**src/rtl/mem_port_arbiter.sv**
```systemverilog
// mem_port_arbiter: shares one single-port synchronous RAM between the CPU
// load/store path (port A) and a debug/loader port (port B).
// Every access is registered and walks IDLE -> ACCESS -> WAIT -> ACK.
// Arbitration is fixed CPU priority with a starvation guard for port B.
// Optional build macro ARB_ROUND_ROBIN_EN: when both ports are pending, the
// grant alternates away from the last winner and the starvation guard is
// removed.
module mem_port_arbiter #(
  parameter int ADDR_W     = 9,
  parameter int MEM_AW     = 8,
  parameter int DATA_W     = 16,
  parameter int STARVE_MAX = 4
) (
  input  logic              clk,
  input  logic              reset_n,
  // port A: CPU load/store path
  input  logic              a_req,
  input  logic              a_we,
  input  logic [ADDR_W-1:0] a_addr,
  input  logic [DATA_W-1:0] a_wdata,
  output logic              a_ack,
  output logic [DATA_W-1:0] a_rdata,
  // port B: debug/loader port
  input  logic              b_req,
  input  logic              b_we,
  input  logic [ADDR_W-1:0] b_addr,
  input  logic [DATA_W-1:0] b_wdata,
  output logic              b_ack,
  output logic [DATA_W-1:0] b_rdata,
  // status
  output logic              err,
  output logic              busy,
  output logic              gnt_b,
  // RAM side
  output logic [MEM_AW-1:0] mem_addr,
  output logic              mem_write,
  output logic [DATA_W-1:0] mem_din,
  input  logic [DATA_W-1:0] mem_dout
);

  typedef enum logic [1:0] {
    S_IDLE   = 2'd0,
    S_ACCESS = 2'd1,
    S_WAIT   = 2'd2,
    S_ACK    = 2'd3
  } state_e;

  localparam int                SW         = $clog2(STARVE_MAX + 1);
  localparam logic [SW-1:0]     STARVE_LIM = SW'(STARVE_MAX);
  localparam logic [DATA_W-1:0] ZERO_DATA  = '0;

  state_e              state_q, state_d;
  logic                we_q, we_d;
  logic [ADDR_W-1:0]   addr_q, addr_d;
  logic [DATA_W-1:0]   wdata_q, wdata_d;
  logic                gnt_b_q, gnt_b_d;
  logic [DATA_W-1:0]   a_rdata_q, a_rdata_d;
  logic [DATA_W-1:0]   b_rdata_q, b_rdata_d;
`ifndef ARB_ROUND_ROBIN_EN
  logic [SW-1:0]       starve_q, starve_d;
`endif

  logic oor;     // latched address points at the I/O region, not the RAM
  logic take_b;  // port B wins if a grant is made this cycle

  assign oor = addr_q[ADDR_W-1];

  // Winner selection; only consulted while IDLE.
`ifdef ARB_ROUND_ROBIN_EN
  assign take_b = b_req && (!a_req || !gnt_b_q);
`else
  assign take_b = b_req && (!a_req || (starve_q == STARVE_LIM));
`endif

  // RAM address/data come straight from the latched request, so they stay
  // stable from ACCESS through WAIT while the synchronous read completes.
  assign mem_addr = addr_q[MEM_AW-1:0];
  assign mem_din  = wdata_q;
  assign a_rdata  = a_rdata_q;
  assign b_rdata  = b_rdata_q;
  assign gnt_b    = gnt_b_q;
  assign busy     = (state_q != S_IDLE);

  // Next-state, request latching, read capture and per-state strobes.
  always_comb begin
    // NOTE: every signal assigned below gets a default first so no path
    // leaves it unassigned; otherwise synthesis infers a latch.
    state_d   = state_q;
    we_d      = we_q;
    addr_d    = addr_q;
    wdata_d   = wdata_q;
    gnt_b_d   = gnt_b_q;
    a_rdata_d = a_rdata_q;
    b_rdata_d = b_rdata_q;
`ifndef ARB_ROUND_ROBIN_EN
    starve_d  = starve_q;
`endif
    mem_write = 1'b0;
    a_ack     = 1'b0;
    b_ack     = 1'b0;
    err       = 1'b0;

    unique case (state_q)
      S_IDLE: begin
`ifndef ARB_ROUND_ROBIN_EN
        if (!b_req) starve_d = '0;
`endif
        if (a_req || b_req) begin
          state_d = S_ACCESS;
          gnt_b_d = take_b;
          we_d    = take_b ? b_we    : a_we;
          addr_d  = take_b ? b_addr  : a_addr;
          wdata_d = take_b ? b_wdata : a_wdata;
`ifndef ARB_ROUND_ROBIN_EN
          if (take_b) begin
            starve_d = '0;
          end else if (b_req && (starve_q != STARVE_LIM)) begin
            starve_d = starve_q + 1'b1;
          end
`endif
        end
      end

      S_ACCESS: begin
        // Single-cycle write strobe; I/O-region addresses never touch RAM.
        mem_write = we_q && !oor;
        state_d   = S_WAIT;
      end

      S_WAIT: begin
        // mem_dout now reflects the address presented during ACCESS.
        if (!we_q) begin
          if (gnt_b_q) b_rdata_d = oor ? ZERO_DATA : mem_dout;
          else         a_rdata_d = oor ? ZERO_DATA : mem_dout;
        end
        state_d = S_ACK;
      end

      S_ACK: begin
        a_ack   = !gnt_b_q;
        b_ack   = gnt_b_q;
        err     = oor;
        state_d = S_IDLE;
      end

      default: state_d = S_IDLE;
    endcase
  end

  // State and datapath registers; reset aborts any access in flight.
  always_ff @(posedge clk or negedge reset_n) begin
    if (!reset_n) begin
      state_q   <= S_IDLE;
      we_q      <= 1'b0;
      addr_q    <= '0;
      wdata_q   <= '0;
      gnt_b_q   <= 1'b0;
      a_rdata_q <= '0;
      b_rdata_q <= '0;
`ifndef ARB_ROUND_ROBIN_EN
      starve_q  <= '0;
`endif
    end else begin
      // NOTE: non-blocking assignments so every register samples the
      // pre-edge value of its inputs, independent of statement order.
      state_q   <= state_d;
      we_q      <= we_d;
      addr_q    <= addr_d;
      wdata_q   <= wdata_d;
      gnt_b_q   <= gnt_b_d;
      a_rdata_q <= a_rdata_d;
      b_rdata_q <= b_rdata_d;
`ifndef ARB_ROUND_ROBIN_EN
      starve_q  <= starve_d;
`endif
    end
  end

endmodule

```
**config.mk**
```make
export PLATFORM = sky130hd
export DESIGN_NAME = mem_port_arbiter
export DESIGN_NICKNAME = d
export VERILOG_FILES = /design/src/rtl/mem_port_arbiter.sv
export SDC_FILE = /design/constraint.sdc
export NUM_CORES = 1
export LEC_CHECK = 0
export ABC_AREA = 1
export CORE_AREA = 2 2 89 91
export DETAILED_ROUTE_END_ITERATION = 10
export DIE_AREA = 0 0 91 93
export PLACE_DENSITY = 0.8
export SYNTH_ARGS = -nofsm -noshare
export SYNTH_HDL_FRONTEND = slang
export SYNTH_SLANG_ARGS = --single-unit
```
**constraint.sdc**
```tcl
create_clock -name clk -period 1.5 [get_ports clk]
set_input_delay 0.3 -clock clk [delete_from_list [all_inputs] [get_ports clk]]
set_output_delay 0.3 -clock clk [all_outputs]
set_load 0.005 [all_outputs]
```
-- Yosys cells after proc, flatten, opt, wreduce, memory -nomap -nowiden
Cells that the tools add are included.
- add/subtract/negate cells: 1
- equal/unequal tests: 6
- muxes and demuxes: 14
- bitwise gates (word level): 2
- reduce and logical (&&, ||, !) cells: 13
- operators by type and width (operator ; number):
    $mux 16 ; 2
    $mux 3 ; 4
    $mux 9 ; 1
    $pmux 2 s4 ; 1
    $reduce_and 3->1 ; 2
    $mux 1 ; 5
    $eq 2x2->1 const B ; 2
    $add 3x1->3 const B ; 1
    $eq 3x3->1 const B ; 1
    $logic_and 1x1->1 ; 3
    $logic_not 1->1 ; 3
    $ne 3x3->1 const B ; 1
    $eq 2x1->1 const B ; 1
    $logic_not 2->1 ; 1
    $logic_or 1x1->1 ; 2
    $mux 2 ; 1
    $ne 2x2->1 const B ; 1
    $not 1->1 ; 2
    $reduce_and 2->1 ; 1
    $reduce_bool 2->1 ; 1
- bits in registers: 64
- output and inout port bits: 62
- logic and storage cells: 44

-- Longest topological paths before layout
- depth after elaboration: 5
- mapped depth: 8

-- Worst setup path after synthesis
OpenSTA, ideal clock, no wires.
- kind: register -> register
- start: register state_q[0]
- end: register wdata_q[10] (netlist: mem_din[10])
- setup time: 0.125 ns
- arrival time: 1.236 ns
- slack: 0.140 ns
- cell stages (with the launch flop): 9
- path buffers: 1
- period minus slack after synthesis: 1.360 ns
- cells stage by stage: dfrtp_1 -> inv_1 -> ha_1 -> inv_2 -> nor2_8 -> inv_4 -> buf_4 -> nand2_1 -> nand3_1
- longest elaborated chain between the ends: 2
- ends and longest elaborated chain (what ; RTL line ; source):
    start: declaration ; 52 ; state_e state_q, state_d;
    start signal: assignment ; 166 ; state_q <= state_d;
    $logic_not 2->1 ; 103 ; unique case (state_q)
    $reduce_and 2->1 (no source line) ; -- ;
    end signal: assignment ; 169 ; wdata_q <= wdata_d;
    end: declaration ; 55 ; logic [DATA_W-1:0] wdata_q, wdata_d;
No other way between the ends.
A chain may end at the register's enable or synchronous reset.

-- Worst setup path after layout
- start: register state_q[1]
- end: output port b_ack
- longest elaborated chain between the ends: 2
- ends and longest elaborated chain (what ; RTL line ; source):
    $eq 2x2->1 ; 103 ;
    $mux 1 ; 103 ;
    end: declaration ; 28 ; output logic b_ack,
No other way between the ends.

==> results.md <==
- Combinational power share: 57.2%
- Clock power frac: 15.2%
- Fin Clk Skew: 0.00646 ns
- Worst-Skew Late Latency: 0.33 ns
- Vias per inst: 5.18
- Hold_buf cts: 0
- CTS root buf: clkbuf_8
- Max Cap Viol: 0
- Leak: 3.26 nW
- Post-synth top area cell: dfrtp_1
- CTS tree: yes
- Final hold slack: 0.00826 ns
- Cell Area, Synth: 0.00314 mm²
- Die W: 91 µm
- Final period util: 112%
- Int Pwr: 0.00676 W
- CP required: 1.20 ns
- RR Endpoint: b_rdata[12]
- Final Net Count: 623
- Die Y: 93 µm
- Worst setup path class: reg -> out
- Drt total wl: 11400 µm
- Final worst slack: -0.177 ns
- Failing checks: negative setup slack
- Finish-stage setup viols: 65
- GRT overflow: 0
- Core Util, Final: 80.7%
- Gr usage total: 21.4%
- Wire per inst: 17.4 µm
- FMAX: 596 MHz
- Worst relative slew slack: 70.1%
- Synth cell count leaders: nand2_1, dfrtp_1, inv_1, nand3_1, o21ai_0
- Initial antenna violation count: 0
- Post-synth ARST share: 100%
- P&R area growth vs syn: 93.3%
- DR iter-0 viols: 120
- DP HPWL: 5960 µm
- Unrepaired setup endpoints after global routing: true
- Largest net degree at the start of global routing: 33
- DRT antenna net count: 0
- Max Root-Sink Buffers: 2
- Most common cell in the netlist: nand2_1
- Max VDD drop: 0.795 mV
- Die area: 0.00846 mm²
- Ant diodes: 0
- Total CTS buffers: 9
- Layout cells sized above 1: 37.3%
- Most common flop cell mapped by yosys: dfrtp_1
- Post-synth net total: 453
- Psw: 0.00420 W
- Routed vias: 3371
- Largest cells by area after synthesis: dfrtp_1, nand3_1, nand2_1, inv_1, nand4_1
- Pwr/cell area: 1800 mW/mm²
- Sw frac: 38.3%
- R2r worst-path depth: 10
- Period minus WS final: 1.68 ns
- Arr. time, crit path: 1.38 ns
- CP startpoint kind: flip-flop
- Yosys top cell area share: 51.0%
- Worst Tran Pin Value: 0.447 ns
- Drt first pass iters: 5
- CTS HTree Levels: 3
- DR DRC count: 0
- Crit end category: primary output
- Synth Register Bits: 64
- # clock sinks: 64
- Post-synthesis sequential area ratio: 51.0%
- Synthesized netlist cell count: 375
- EDFF count, synth: 0
- Largest fanout on the critical path: 2
- Worst min path class: in -> async
- Overall power: 0.0110 W
- Worst reg-to-reg setup slack: -0.12 ns
- Area of the multi-input gates: 0.00186 mm²
- Fin. Hold Viols: 0
- R2R Path Start: state_q[0]
- Fillers: 475
- Storage cell area: 0.00160 mm²
- I/O Buffers: 133
- Clock-pin transition on the worst setup and hold timing paths: 0.07 ns
- Core Rows: 32
- GPL Wtd Cong: 0.775
- Status: finished with violations
- Distinct cells, synth: 27
- Synth warnings: 0
- First-pass GRT wire length: 14500 µm
- Vias in the first global route: 3108
- Starting Density: 41.7%
- Syn Area/Cell: 8.38 µm²
- Ports: 134
- Core area: 0.00753 mm²
- Max-slew violation count: 0
- Sequential share of power: 27.6%
cells in the final DEF, fill, tap and decap left out, types with 5 or more instances in the layout:
master           count
clkdlybuf4s50_1     72
buf_4               24
nand4_1             27
nand3_2             38
buf_6               15
dlygate4sd2_1       30
dfrtp_1             63
nand2_2             17
nand2_1             35
clkbuf_8            11
o21ai_2             23
dlymetal6s2s_1      25
buf_12               6
nand2_4             18
clkbuf_16            5
inv_1               54
nor2_1              19
o21ai_1              9
nand3_4             14
state kept, by name (all words and copies together) (netlist names):
register,count
addr_q,9
mem_din,16
we_q,1
state_q,2
gnt_b,1
a_rdata,16
starve_q,3
b_rdata,16
stage by stage:
step	setup TNS, ns	setup WS [ns]	std cells	cell area, µm²
6_report	-4.84	-0.177	651	6070
5_1_grt	-8.41	-0.246	651	6070
4_1_cts	-1.75	-0.138	623	4940
3_5_place_dp	-2.05	-0.0860	597	4590
3_3_place_gp	-0.501	-0.0365	597	4590
2_1_floorplan	0	0.140	375	3140
layer usage:
layer	share of wire, %	vias to the layer above	wire [µm]	GRT usage (%)
met5	0	-	0	0
met4	1.8	0	204	7.45
met3	6.3	17	710	4.43
met2	53	147	6070	37.3
met1	38	1652	4370	26.5
li1	-	1555	-	-
timing repair:
action,4_1_cts,5_1_grt
pin swaps,2,47
buffers inserted,9,18
setup endpoints to repair,53,92
resized for setup,72,223
cloned,2,10
power by group through the flow:
stage               logic (W)  registers [W]  clock network (W)
detailed placement    0.00416        0.00303                  0
CTS                   0.00427        0.00300            0.00167
floorplan             0.00192        0.00302                  0
finish                0.00627        0.00303            0.00166
global placement      0.00400        0.00303                  0
global route          0.00675        0.00311            0.00175
cells by family after synthesis:
logic type | count (synthesis) | synth area share (%)
AO/OA/AOI/OAI | 37 | 6.05
XOR/XNOR | 1 | 0.279
adder cells (fa/ha/maj) | 6 | 2.39
buffers and inverters | 90 | 13.4
flip-flops | 64 | 51.0
AND/OR/NAND/NOR | 177 | 26.9
layout make-up:
cell class | instances | share of cell area (%)
Clock buffer | 12 | 2.55
Clock inverter | 3 | 1.07
Inverter | 60 | 4.12
Multi-Input combinational cell | 222 | 30.5
Sequential cell | 64 | 26.4
Tap cell | 102 | 2.10
Timing Repair Buffer | 186 | 32.9
Timing Repair inverter | 2 | 0.288
critical path: stages (launching register included):
cell and delay, ns:
dfrtp_1 0.40, buf_4 0.15, ha_4 0.16, buf_6 0.11, nand2_1 0.06, inv_1 0.05
buf_2 0.12
worst max-delay path by stage:
stage | startpoint | to | slack (ns) | cells past startpoint
after detailed placement | a_req | mem_din[6] | -0.09 | 6
final | state_q[1] | b_ack | -0.18 | 6
after global placement | a_req | state_q[1] | -0.04 | 6
after CTS | state_q[0] | b_rdata[5] | -0.14 | 9
after floorplan | state_q[0] | mem_din[10] | 0.14 | 8
after global routing | state_q[1] | b_ack | -0.25 | 6
Note: power is estimated with default switching activity, not from simulation.
